--- src/rtl/counter_pkg.sv ---
// Shared definitions for the up-counter and down-counter/timer blocks.
package counter_pkg;

    // Counter FSM encoding shared by both counter blocks.
    typedef enum logic {
        ST_IDLE = 1'b0,
        ST_RUN  = 1'b1
    } state_e;

    localparam int DEFAULT_WIDTH = 4;

endpackage

--- src/rtl/down_counter_timer_if.sv ---
// Control/status bundle of the down-counter/timer.
interface down_counter_timer_if
    import counter_pkg::*;
#(
    parameter int WIDTH = DEFAULT_WIDTH
);
    logic             enable;
    logic             load;
    logic [WIDTH-1:0] load_value;
    logic             reload_mode;
    logic [WIDTH-1:0] count;
    logic             busy;
    logic             zero;
    logic             expired;

    // Controller side: drives the controls, observes the status.
    modport master (
        output enable, load, load_value, reload_mode,
        input  count, busy, zero, expired
    );

    // Timer side.
    modport slave (
        input  enable, load, load_value, reload_mode,
        output count, busy, zero, expired
    );
endinterface

--- src/rtl/down_counter_timer_prescaler.sv ---
// Divides enabled cycles into count ticks: one tick every PRESCALE enabled cycles.
module prescaler #(
    parameter int PRESCALE = 1
) (
    input  logic clock,
    input  logic reset,
    input  logic clear,
    input  logic enable,
    output logic tick
);
    localparam int            PW   = (PRESCALE > 1) ? $clog2(PRESCALE) : 1;
    localparam logic [PW-1:0] LAST = PW'(PRESCALE - 1);

    logic [PW-1:0] pcnt_q, pcnt_d;

    // Tick on the last phase; clear wins over enable and suppresses the tick.
    always_comb begin
        tick   = enable && !clear && (pcnt_q == LAST);
        pcnt_d = pcnt_q;
        if (clear)       pcnt_d = '0;
        else if (enable) pcnt_d = tick ? '0 : pcnt_q + PW'(1);
    end

    // Phase counter register.
    always_ff @(posedge clock) begin
        if (reset) pcnt_q <= '0;
        else       pcnt_q <= pcnt_d;
    end
endmodule

--- src/rtl/down_counter_timer.sv ---
// Loadable down-counter/timer with prescaled ticks, one-shot or periodic reload.
module down_counter_timer
    import counter_pkg::*;
#(
    parameter int WIDTH    = DEFAULT_WIDTH,
    parameter int PRESCALE = 1
) (
    input logic                  clock,
    input logic                  reset,
    down_counter_timer_if.slave  bus
);
    state_e           state_q, state_d;
    logic [WIDTH-1:0] count_q, count_d;
    logic [WIDTH-1:0] reload_q, reload_d;
    logic             expired_q, expired_d;
    logic             tick;
    logic             busy;

    assign busy = (state_q == ST_RUN);

    // Prescaler phase is held at 0 while idle and restarted by every load.
    prescaler #(.PRESCALE(PRESCALE)) u_prescaler (
        .clock  (clock),
        .reset  (reset),
        .clear  (bus.load | ~busy),
        .enable (bus.enable),
        .tick   (tick)
    );

    // Next-state: load beats tick; a load on the terminal edge drops the pulse.
    always_comb begin
        state_d   = state_q;
        count_d   = count_q;
        reload_d  = reload_q;
        expired_d = 1'b0;
        if (bus.load) begin
            count_d  = bus.load_value;
            reload_d = bus.load_value;
            state_d  = (bus.load_value != '0) ? ST_RUN : ST_IDLE;
        end else if (busy && tick) begin
            if (count_q > WIDTH'(1)) begin
                count_d = count_q - WIDTH'(1);
            end else begin
                expired_d = 1'b1;
                if (bus.reload_mode) begin
                    count_d = reload_q;
                end else begin
                    count_d = '0;
                    state_d = ST_IDLE;
                end
            end
        end
    end

    // State, counter, reload value and registered expiry pulse.
    always_ff @(posedge clock) begin
        if (reset) begin
            state_q   <= ST_IDLE;
            count_q   <= '0;
            reload_q  <= '0;
            expired_q <= 1'b0;
        end else begin
            state_q   <= state_d;
            count_q   <= count_d;
            reload_q  <= reload_d;
            expired_q <= expired_d;
        end
    end

    assign bus.count   = count_q;
    assign bus.busy    = busy;
    assign bus.zero    = (count_q == '0);
    assign bus.expired = expired_q;
endmodule

--- src/flat_wrapper.sv ---
// flat-port wrapper written by rule: the top's interface ports become plain ports
module down_counter_timer_flat import counter_pkg::*;
#(
    parameter int WIDTH    = DEFAULT_WIDTH,
    parameter int PRESCALE = 1
)
  (clock, reset, bus_enable, bus_load, bus_load_value, bus_reload_mode, bus_count, bus_busy, bus_zero, bus_expired);
  down_counter_timer_if #(.WIDTH(WIDTH)) bus_i ();
  input logic clock;
  input logic reset;
  input wire logic [$bits(bus_i.enable)-1:0] bus_enable;
  input wire logic [$bits(bus_i.load)-1:0] bus_load;
  input wire logic [$bits(bus_i.load_value)-1:0] bus_load_value;
  input wire logic [$bits(bus_i.reload_mode)-1:0] bus_reload_mode;
  output wire logic [$bits(bus_i.count)-1:0] bus_count;
  output wire logic [$bits(bus_i.busy)-1:0] bus_busy;
  output wire logic [$bits(bus_i.zero)-1:0] bus_zero;
  output wire logic [$bits(bus_i.expired)-1:0] bus_expired;
  assign bus_i.enable = bus_enable;
  assign bus_i.load = bus_load;
  assign bus_i.load_value = bus_load_value;
  assign bus_i.reload_mode = bus_reload_mode;
  assign bus_count = bus_i.count;
  assign bus_busy = bus_i.busy;
  assign bus_zero = bus_i.zero;
  assign bus_expired = bus_i.expired;
  down_counter_timer #(.WIDTH(WIDTH), .PRESCALE(PRESCALE)) u_core (.clock(clock), .reset(reset), .bus(bus_i));
endmodule
--- config.mk ---
export PLATFORM = sky130hd
export DESIGN_NAME = down_counter_timer_flat
export DESIGN_NICKNAME = d
export VERILOG_FILES = /design/src/rtl/counter_pkg.sv /design/src/rtl/down_counter_timer_if.sv /design/src/rtl/down_counter_timer_prescaler.sv /design/src/rtl/down_counter_timer.sv /design/src/flat_wrapper.sv
export SDC_FILE = /design/constraint.sdc
export NUM_CORES = 1
export LEC_CHECK = 0
export ABC_AREA = 1
export ABC_CLOCK_PERIOD_IN_PS = 1810
export CELL_PAD_IN_SITES_DETAIL_PLACEMENT = 1
export CELL_PAD_IN_SITES_GLOBAL_PLACEMENT = 1
export CORE_MARGIN = 1
export CORE_UTILIZATION = 34
export CTS_BUF_LIST = sky130_fd_sc_hd__clkbuf_2 sky130_fd_sc_hd__clkbuf_4 sky130_fd_sc_hd__clkbuf_8
export DETAILED_ROUTE_END_ITERATION = 8
export PLACE_DENSITY_LB_ADDON = 0.15
export SLEW_MARGIN = 0
export SYNTH_ARGS = -nofsm -noshare
export SYNTH_HDL_FRONTEND = slang
export SYNTH_SLANG_ARGS = --single-unit
--- constraint.sdc ---
create_clock -name clock -period 1.81 [get_ports clock]
set_input_delay 0.4525 -clock clock [delete_from_list [all_inputs] [get_ports clock]]
set_output_delay 0.4525 -clock clock [all_outputs]
set_load 0.02 [all_outputs]
# Word level (Yosys, flattened, before mapping)
# Cells that the tools add are included.
# totals
ff_bits	11
in_bits	9
out_inout_bits	7
wordCells	35
# classes
add_sub_neg	2
order_cmp	1
n_eq_ne	2
muxes	11
bitwise_logic	4
reduce_logical	10
# ops
operator	n
$mux 4	4
$mux 1	7
$gt 4x1->1 const B	1
$logic_not 4->1	1
$ne 2x2->1 const B	2
$reduce_bool 4->1	1
$sub 4x1->4 const B	1
$logic_and 1x1->1	3
$not 1->1	3
$reduce_and 3->1	1
$reduce_or 3->1	1
$reduce_bool 2->1	1
$reduce_or 2->1	1
$add 1x1->1 const B	1
$logic_not 1->1	1
$or 1x1->1	1

# Depth between registers and ports, before layout
# Gate-level depths: netlist (run 1).
# depth
word_depth	8
mapped_depth	10
ltp_nobuf	10

# Hierarchy
# From an unflattened synthesis (run 1), not the netlist that was laid out.
# unflattened
cells_unflattened	95
hier_area_um2	629.4
# modules_own_cells
mod	instances	cells_each	area_each_um2	seq_area_each_um2
down_counter_timer	1	86	579.3	200.2
prescaler	1	9	50.0	20.0

# Least setup slack after synthesis (run 1)
# Ideal clock, no wire load.
# synth_timing
path_kind	reg-to-output
from	register u_core.count_q[0], in the netlist u_core.bus.count[0]
to	output port bus_zero
t_arrival_ps	1156
required_ps	1357
slack_ps	202
path_stages_with_launch	4
path_buffers	0
path_cell_list	dfxtp_1 inv_1 ha_1 nor3b_1
# synth_via
elab_chain_cells	1
# synth_lines
item	line	text
from (decl)	down_counter_timer.sv:13	logic [WIDTH-1:0] count_q, count_d;
from (signal assigned)	down_counter_timer.sv:64	count_q <= count_d;
$logic_not 4->1	down_counter_timer.sv:72	assign bus.zero = (count_q == '0);
to (decl)	flat_wrapper.sv:17	output wire logic [$bits(bus_i.zero)-1:0] bus_zero;
# Every way passes these cells.

# Worst setup path in the final report (run 1)
# layout_timing
from	register u_core.state_q, in the netlist u_core.bus.busy
to	output port bus_busy
# layout_rtl
item	line	text
from (decl)	down_counter_timer.sv:12	state_e state_q, state_d;
from (signal assigned)	down_counter_timer.sv:63	state_q <= state_d;
to (decl)	flat_wrapper.sv:16	output wire logic [$bits(bus_i.busy)-1:0] bus_busy;
# No word-level cell between the ends.

==> metrics.md, run 1 <==
| Metric | Value |
|---|---|
| Via count | 657 |
| Nature of the critical path endpoint | output port |
| Synth area leaders | dfxtp_1 35%, nand2_1 17%, nor2_1 7.2% |
| Power Dens Cells | 736.9 mW/mm^2 |
| Hold Path Origin | u_core.u_prescaler.pcnt_q |
| Cells after Synth | 94 |
| Dpl hpwl | 1298 um |
| Die Width | 44.85 um |
| Synth area leader | dfxtp_1 |
| CP Max Fanout | 3 |
| Most frequent cells in the layout | 29 x nand2_1, 12 x nor2_1, 11 x dfxtp_1 |
| Synth warn | 0 |
| Commonest non-fill, non-tap cell in the layout | nand2_1 |
| Clk buf depth | 2 |
| CP Buf/Inv Count | 1 |
| Power Total | 0.0006251 W |
| Synth top area share | 0.3527 |
| Cell area after synthesis | 624.3 um^2 |
| Area delta synth->final | 35.87% |
| Slew headroom | 0.6859 |
| Reg power frac | 0.423 |
| Crit path max-delay cell type | clkdlybuf4s50_1 |
| Clk pwr share | 0.319 |
| Worst EP arrival | 1250 ps |
| Status | finished, final reports clean |
| Critical Path Max Stage Delay | 610 ps |
| CP required | 1360 ps |
| Pint | 0.0004230 W |
| Ratio of cells with drive above 1 in the final layout | 0.1478 |
| Slew @ Worst Pin | 469.7 ps |
| Pin count of the biggest net entering global routing | 12 |
| Final wirelength | 1693 um |
| Drt via density | 4.693 |
| Gate power share | 0.258 |
| Gp weighted congestion | 0.7730 |
| Register clock-pin slew on the reported worst setup and hold paths | 80 ps |
| Die ar. | 0.002012 mm^2 |
| Hold Path Class | register to register |
| # diodes | 0 |
| Port Buffers | 15 |
| Crit path kind | register to output port |
| CP Launch Point | u_core.bus.busy |
| Psw | 0.0002021 W |
| Die H | 44.85 um |
| Htree depth | 1 |
| GR Overflow Total | 0 |
| Clk sinks | 11 |
| Syn nets | 106 |
| Crit-path cells | clkdlybuf4s50_1 |
| Num CTS Buffers | 3 |
| Unique masters post-synth | 20 |
| Antenna violations before repair | 0 |
| Startpoint Class | register |
| Final setup TNS | 0 ps |
| Synthesized flop and latch total | 11 |
| Max-cap violation count | 0 |
| # setup viols final | 0 |
| Final hold viol count | 0 |
| P_leak | 0.4142 nW |
| WL per Instance | 12.09 um |
| Fin crit share | 0.9418 |
| DR iter-0 viols | 5 |
| Post CTS Setup Buffer Count | 0 |
| Initial core utilization | 0.3616 |
| CP delay by family, top | buffers and inverters |
| Routed Antenna Nets | 0 |
| Core ar. | 0.001727 mm^2 |
| RSZ-0062 raised after global routing | false |
| Crit path time final | 1705 ps |
| Num ports | 16 |
| Sw Share | 0.3233 |
| Fmax | 0.5866 GHz |
| TritonCTS clock tree | built |
| Drt first pass iters | 2 |
| Layout Nets | 128 |
| Mean area per synthesized cell | 6.642 um^2 |
| Reg-to-reg startpoint | u_core.bus.count[0] |
| Global-route wire length before repair | 2808 um |
| Skew final | 0.7055 ps |
| Vias in the first global route | 652 |
| Drc violations | 0 |
| CTS root buf | clkbuf_4 |
| All-layer global routing usage | 0.1997 |
| Peak VDD IR | 0.4160 mV |
| Hold Buf Count CTS | 0 |
| Final count of pins violating max slew | 0 |
| Site row count | 15 |
| Worst-Skew Late Latency | 280 ps |
| Register area share after synthesis | 0.3527 |
-- routing by layer --
metal	track usage	up-vias	routed length, um
li1	-	336	-
met4	0.09091	0	14
met1	0.2334	310	763
met3	0.04800	2	45
met2	0.3441	9	869
met5	0	-	0
-- what timing repair did --
item | 4_1_cts | 5_1_grt
resized for setup | 5 | 3
endpoints found under the hold margin | 0 | 0
pin swaps | 0 | 0
endpoints found under the setup margin | 4 | 2
cloned | 0 | 0
-- kinds of logic after synthesis --
| group | after synthesis | share of synthesized area |
|---|---|---|
| AO/OA/AOI/OAI | 10 | 0.08617 |
| flip-flops | 11 | 0.3527 |
| buffers and inverters | 13 | 0.08217 |
| adder cells (fa/ha/maj) | 3 | 0.06013 |
| AND/OR/NAND/NOR | 57 | 0.4188 |
-- power by group through the flow --
stage	logic (W)	registers [W]	clock network [W]
final	0.000162	0.000264	0.000199
after detailed placement	0.000170	0.000270	0
after global placement	0.000165	0.000269	0
after floorplan	0.0000841	0.000282	0
after CTS	0.000166	0.000264	0.000205
after global routing	0.000180	0.000266	0.000211
-- state kept, by name, indices dropped and copies added, names as in the netlist --
signal	cells
u_core.reload_q	4
u_core.bus.busy	1
u_core.bus.count	4
u_core.bus.expired	1
u_core.u_prescaler.pcnt_q	1
-- stage by stage --
stage                     utilization  area (um^2)  worst slack, ps  hold slack, ps  cells
after floorplan                     -        624.3            201.6           424.9     94
after global placement         0.4775        824.5            62.70           434.9    136
after detailed placement       0.4775        824.5            27.31           441.8    136
after CTS                      0.4928        850.8            2.311           453.6    140
after global routing           0.4913        848.3            74.76           480.6    140
final                          0.4913        848.3            105.4           451.6    140
-- Yosys cell counts, drive strengths merged --
master,count
nand3b,1
nor4,1
nand2,31
nor2,15
nor3,1
nor3b,1
ha,3
dfxtp,11
clkbuf,1
nand3,7
o21ai,1
a21oi,9
inv,12
-- cell type report --
class | instances | area [um^2]
multi-input combinational | 70 | 352.8
fill | 239 | 878.3
timing repair buffer | 18 | 166.4
tap | 25 | 31.28
clock buffer | 4 | 30.03
sequential | 11 | 220.2
inverter | 12 | 47.55
-- worst paths after layout --
check / end / slack (ps) / cells past startpoint
worst max-delay path: bus_busy / 110 / 1
worst min-delay path: u_core.u_prescaler.pcnt_q / 450 / 2
worst max register to register: u_core.bus.count[0] / 410 / 10
worst min register to register: u_core.u_prescaler.pcnt_q / 450 / 2
(Power assumes the default switching activity.)
==> inputs of run 2 (changes only) <==
--- a/config.mk
+++ b/config.mk
@@ -9,6 +9,7 @@
 export ABC_CLOCK_PERIOD_IN_PS = 1810
 export CELL_PAD_IN_SITES_DETAIL_PLACEMENT = 1
 export CELL_PAD_IN_SITES_GLOBAL_PLACEMENT = 1
+export CORE_ASPECT_RATIO = 1.4
 export CORE_MARGIN = 1
 export CORE_UTILIZATION = 34
 export CTS_BUF_LIST = sky130_fd_sc_hd__clkbuf_2 sky130_fd_sc_hd__clkbuf_4 sky130_fd_sc_hd__clkbuf_8
==> run 2 against run 1 <==
Critical path depth unchanged. Non-clock buffer count unchanged. Worst hold slack got worse by 5.4 ps. Cell area shrank 0.15%. Critical endpoint is now bus_count[2]. Largest power group unchanged.
==> metrics.md, run 2 (synthesis gave the netlist of run 1 again) <==
| Metric | Value |
|---|---|
| Critical Path Max Stage Delay | 610 ps (about the same) |
| Power Dens Cells | 724.6 mW/mm^2 (was 736.9 mW/mm^2) |
| Startpoint Class | register (unchanged) |
| CP Buf/Inv Count | 1 (unchanged) |
| Worst-Skew Late Latency | 270 ps (was 280 ps) |
| Crit-path cells | clkdlybuf4s50_1 (unchanged) |
| Peak VDD IR | 0.3554 mV (was 0.4160 mV) |
| Reg-to-reg startpoint | u_core.bus.count[0] (unchanged) |
| Clk buf depth | 2 (unchanged) |
| Die H | 52.70 um (was 44.85 um) |
| P_leak | 0.4223 nW (was 0.4142 nW) |
| Max-cap violation count | 0 (unchanged) |
| Fmax | 0.5856 GHz (was 0.5866 GHz) |
| Slew headroom | 0.6928 (was 0.6859) |
| Clk sinks | 11 (unchanged) |
| All-layer global routing usage | 0.1799 (was 0.1997) |
| Drt first pass iters | 2 (unchanged) |
| Die Width | 38.22 um (was 44.85 um) |
| Layout Nets | 128 (unchanged) |
| Worst EP arrival | 1260 ps (was 1250 ps) |
| Gp weighted congestion | 0.8441 (was 0.7730) |
| Initial core utilization | 0.3600 (was 0.3616) |
| RSZ-0062 raised after global routing | false (unchanged) |
| End of the critical path | bus_count[2] (was bus_busy) |
| WL per Instance | 11.21 um (was 12.09 um) |
| CTS root buf | clkbuf_4 (unchanged) |
| Dpl hpwl | 1172 um (was 1298 um) |
| Site row count | 18 (was 15) |
| Final setup TNS | 0 ps (unchanged) |
| Slew @ Worst Pin | 459.3 ps (was 469.7 ps) |
| Post CTS Setup Buffer Count | 0 (unchanged) |
| CP delay by family, top | buffers and inverters (unchanged) |
| Critical Path Stages | 1 (unchanged) |
| TritonCTS clock tree | built (unchanged) |
| R2R Setup Slk | 400 ps (was 410 ps) |
| Die ar. | 0.002014 mm^2 (was 0.002012 mm^2) |
| Num CTS Buffers | 3 (unchanged) |
| Skew final | 0.3001 ps (was 0.7055 ps) |
| Global-route wire length before repair | 2484 um (was 2808 um) |
| Non-Filler Instances | 135 (was 140) |
| R2r endpoint | u_core.bus.count[0] (unchanged) |
| Layout Utilization | 0.4885 (was 0.4913) |
| # setup viols final | 0 (unchanged) |
| Final hold viol count | 0 (unchanged) |
| CP Launch Point | u_core.bus.count[2] (was u_core.bus.busy) |
| Port Buffers | 15 (unchanged) |
| Routed Antenna Nets | 0 (unchanged) |
| Num ports | 16 (unchanged) |
| Setup WS post-layout | 102.3 ps (was 105.4 ps) |
| Hold Path Class | register to register (unchanged) |
| Pin count of the biggest net entering global routing | 12 (unchanged) |
| Crit path max-delay cell type | clkdlybuf4s50_1 (unchanged) |
| Register clock-pin slew on the reported worst setup and hold paths | 70 ps (was 80 ps) |
| Core ar. | 0.001734 mm^2 (was 0.001727 mm^2) |
| Ratio of cells with drive above 1 in the final layout | 0.1478 (unchanged) |
| Final count of pins violating max slew | 0 (unchanged) |
| Drt via density | 4.696 (was 4.693) |
| Most frequent cells in the layout | 29 x nand2_1, 12 x nor2_1, 11 x clkdlybuf4s50_1, 11 x dfxtp_1, 9 x inv_1 (was 29 x nand2_1, 12 x nor2_1, 11 x dfxtp_1) |
| Via count | 634 (was 657) |
| Final wirelength | 1514 um (was 1693 um) |
| Area delta synth->final | 35.67% (was 35.87%) |
| Pre-CTS WS | 21.74 ps (was 27.31 ps) |
| Worst r2r path cells | 10 (unchanged) |
| DR iter-0 viols | 2 (was 5) |
| GR Overflow Total | 0 (unchanged) |
| Commonest non-fill, non-tap cell in the layout | nand2_1 (unchanged) |
| Htree depth | 1 (unchanged) |
| Status | finished, final reports clean (unchanged) |
| Nature of the critical path endpoint | output port (unchanged) |
| Crit path kind | register to output port (unchanged) |
| Crit path time final | 1708 ps (was 1705 ps) |
| Post-Place Cells | 131 (was 136) |
| Antenna violations before repair | 0 (unchanged) |
| Fin crit share | 0.9435 (was 0.9418) |
| Hold slack | 446.2 ps (was 451.6 ps) |
| CP required | 1360 ps (about the same) |
| CP Max Fanout | 3 (unchanged) |
| Vias in the first global route | 609 (was 652) |
| # diodes | 0 (unchanged) |
| Drc violations | 0 (unchanged) |
[run 2: worst min-delay path by stage]
stage                                    startpoint                        end  slack (ps)  cells past startpoint
after global placement    u_core.u_prescaler.pcnt_q  u_core.u_prescaler.pcnt_q         430                      2
final                     u_core.u_prescaler.pcnt_q  u_core.u_prescaler.pcnt_q         450                      2
after detailed placement  u_core.u_prescaler.pcnt_q  u_core.u_prescaler.pcnt_q         440                      2
after floorplan           u_core.u_prescaler.pcnt_q  u_core.u_prescaler.pcnt_q         420                      2
after CTS                 u_core.u_prescaler.pcnt_q  u_core.u_prescaler.pcnt_q         450                      2
after global routing      u_core.u_prescaler.pcnt_q  u_core.u_prescaler.pcnt_q         460                      2
[run 2: where the power goes]
part           total (W)  switching, W  internal, W
Clock           0.000188     0.0000880     0.000100
Sequential      0.000265    0.00000968     0.000255
Combinational   0.000160     0.0000915    0.0000689
Total           0.000614      0.000189     0.000425
[run 2: metal layers]
metal	routed length [um]	global-route usage
met4	46	0.1250
met1	665	0.1885
met2	770	0.3136
met5	0	0
met3	31	0.02553
[run 2: stage by stage]
stage | instance area (um^2) | power (W)
floorplan | 624.3 | 0.0003664
global route | 847.1 | 0.0006521
global placement | 818.3 | 0.0004344
finish | 847.1 | 0.0006137
detailed placement | 818.3 | 0.0004370
CTS | 845.8 | 0.0006227
[run 2: cell type report]
class                      instances  area [um^2]
clock buffer                       4        30.03
fill                             228        887.1
inverter                          12        47.55
tap                               20        25.02
sequential                        11        220.2
multi-input combinational         70        352.8
timing repair buffer              18        171.4
[run 2: timing repair]
item,4_1_cts,5_1_grt
endpoints found under the setup margin,2,3
resized for setup,2,5
endpoints found under the hold margin,0,0
hold buffers,0,0
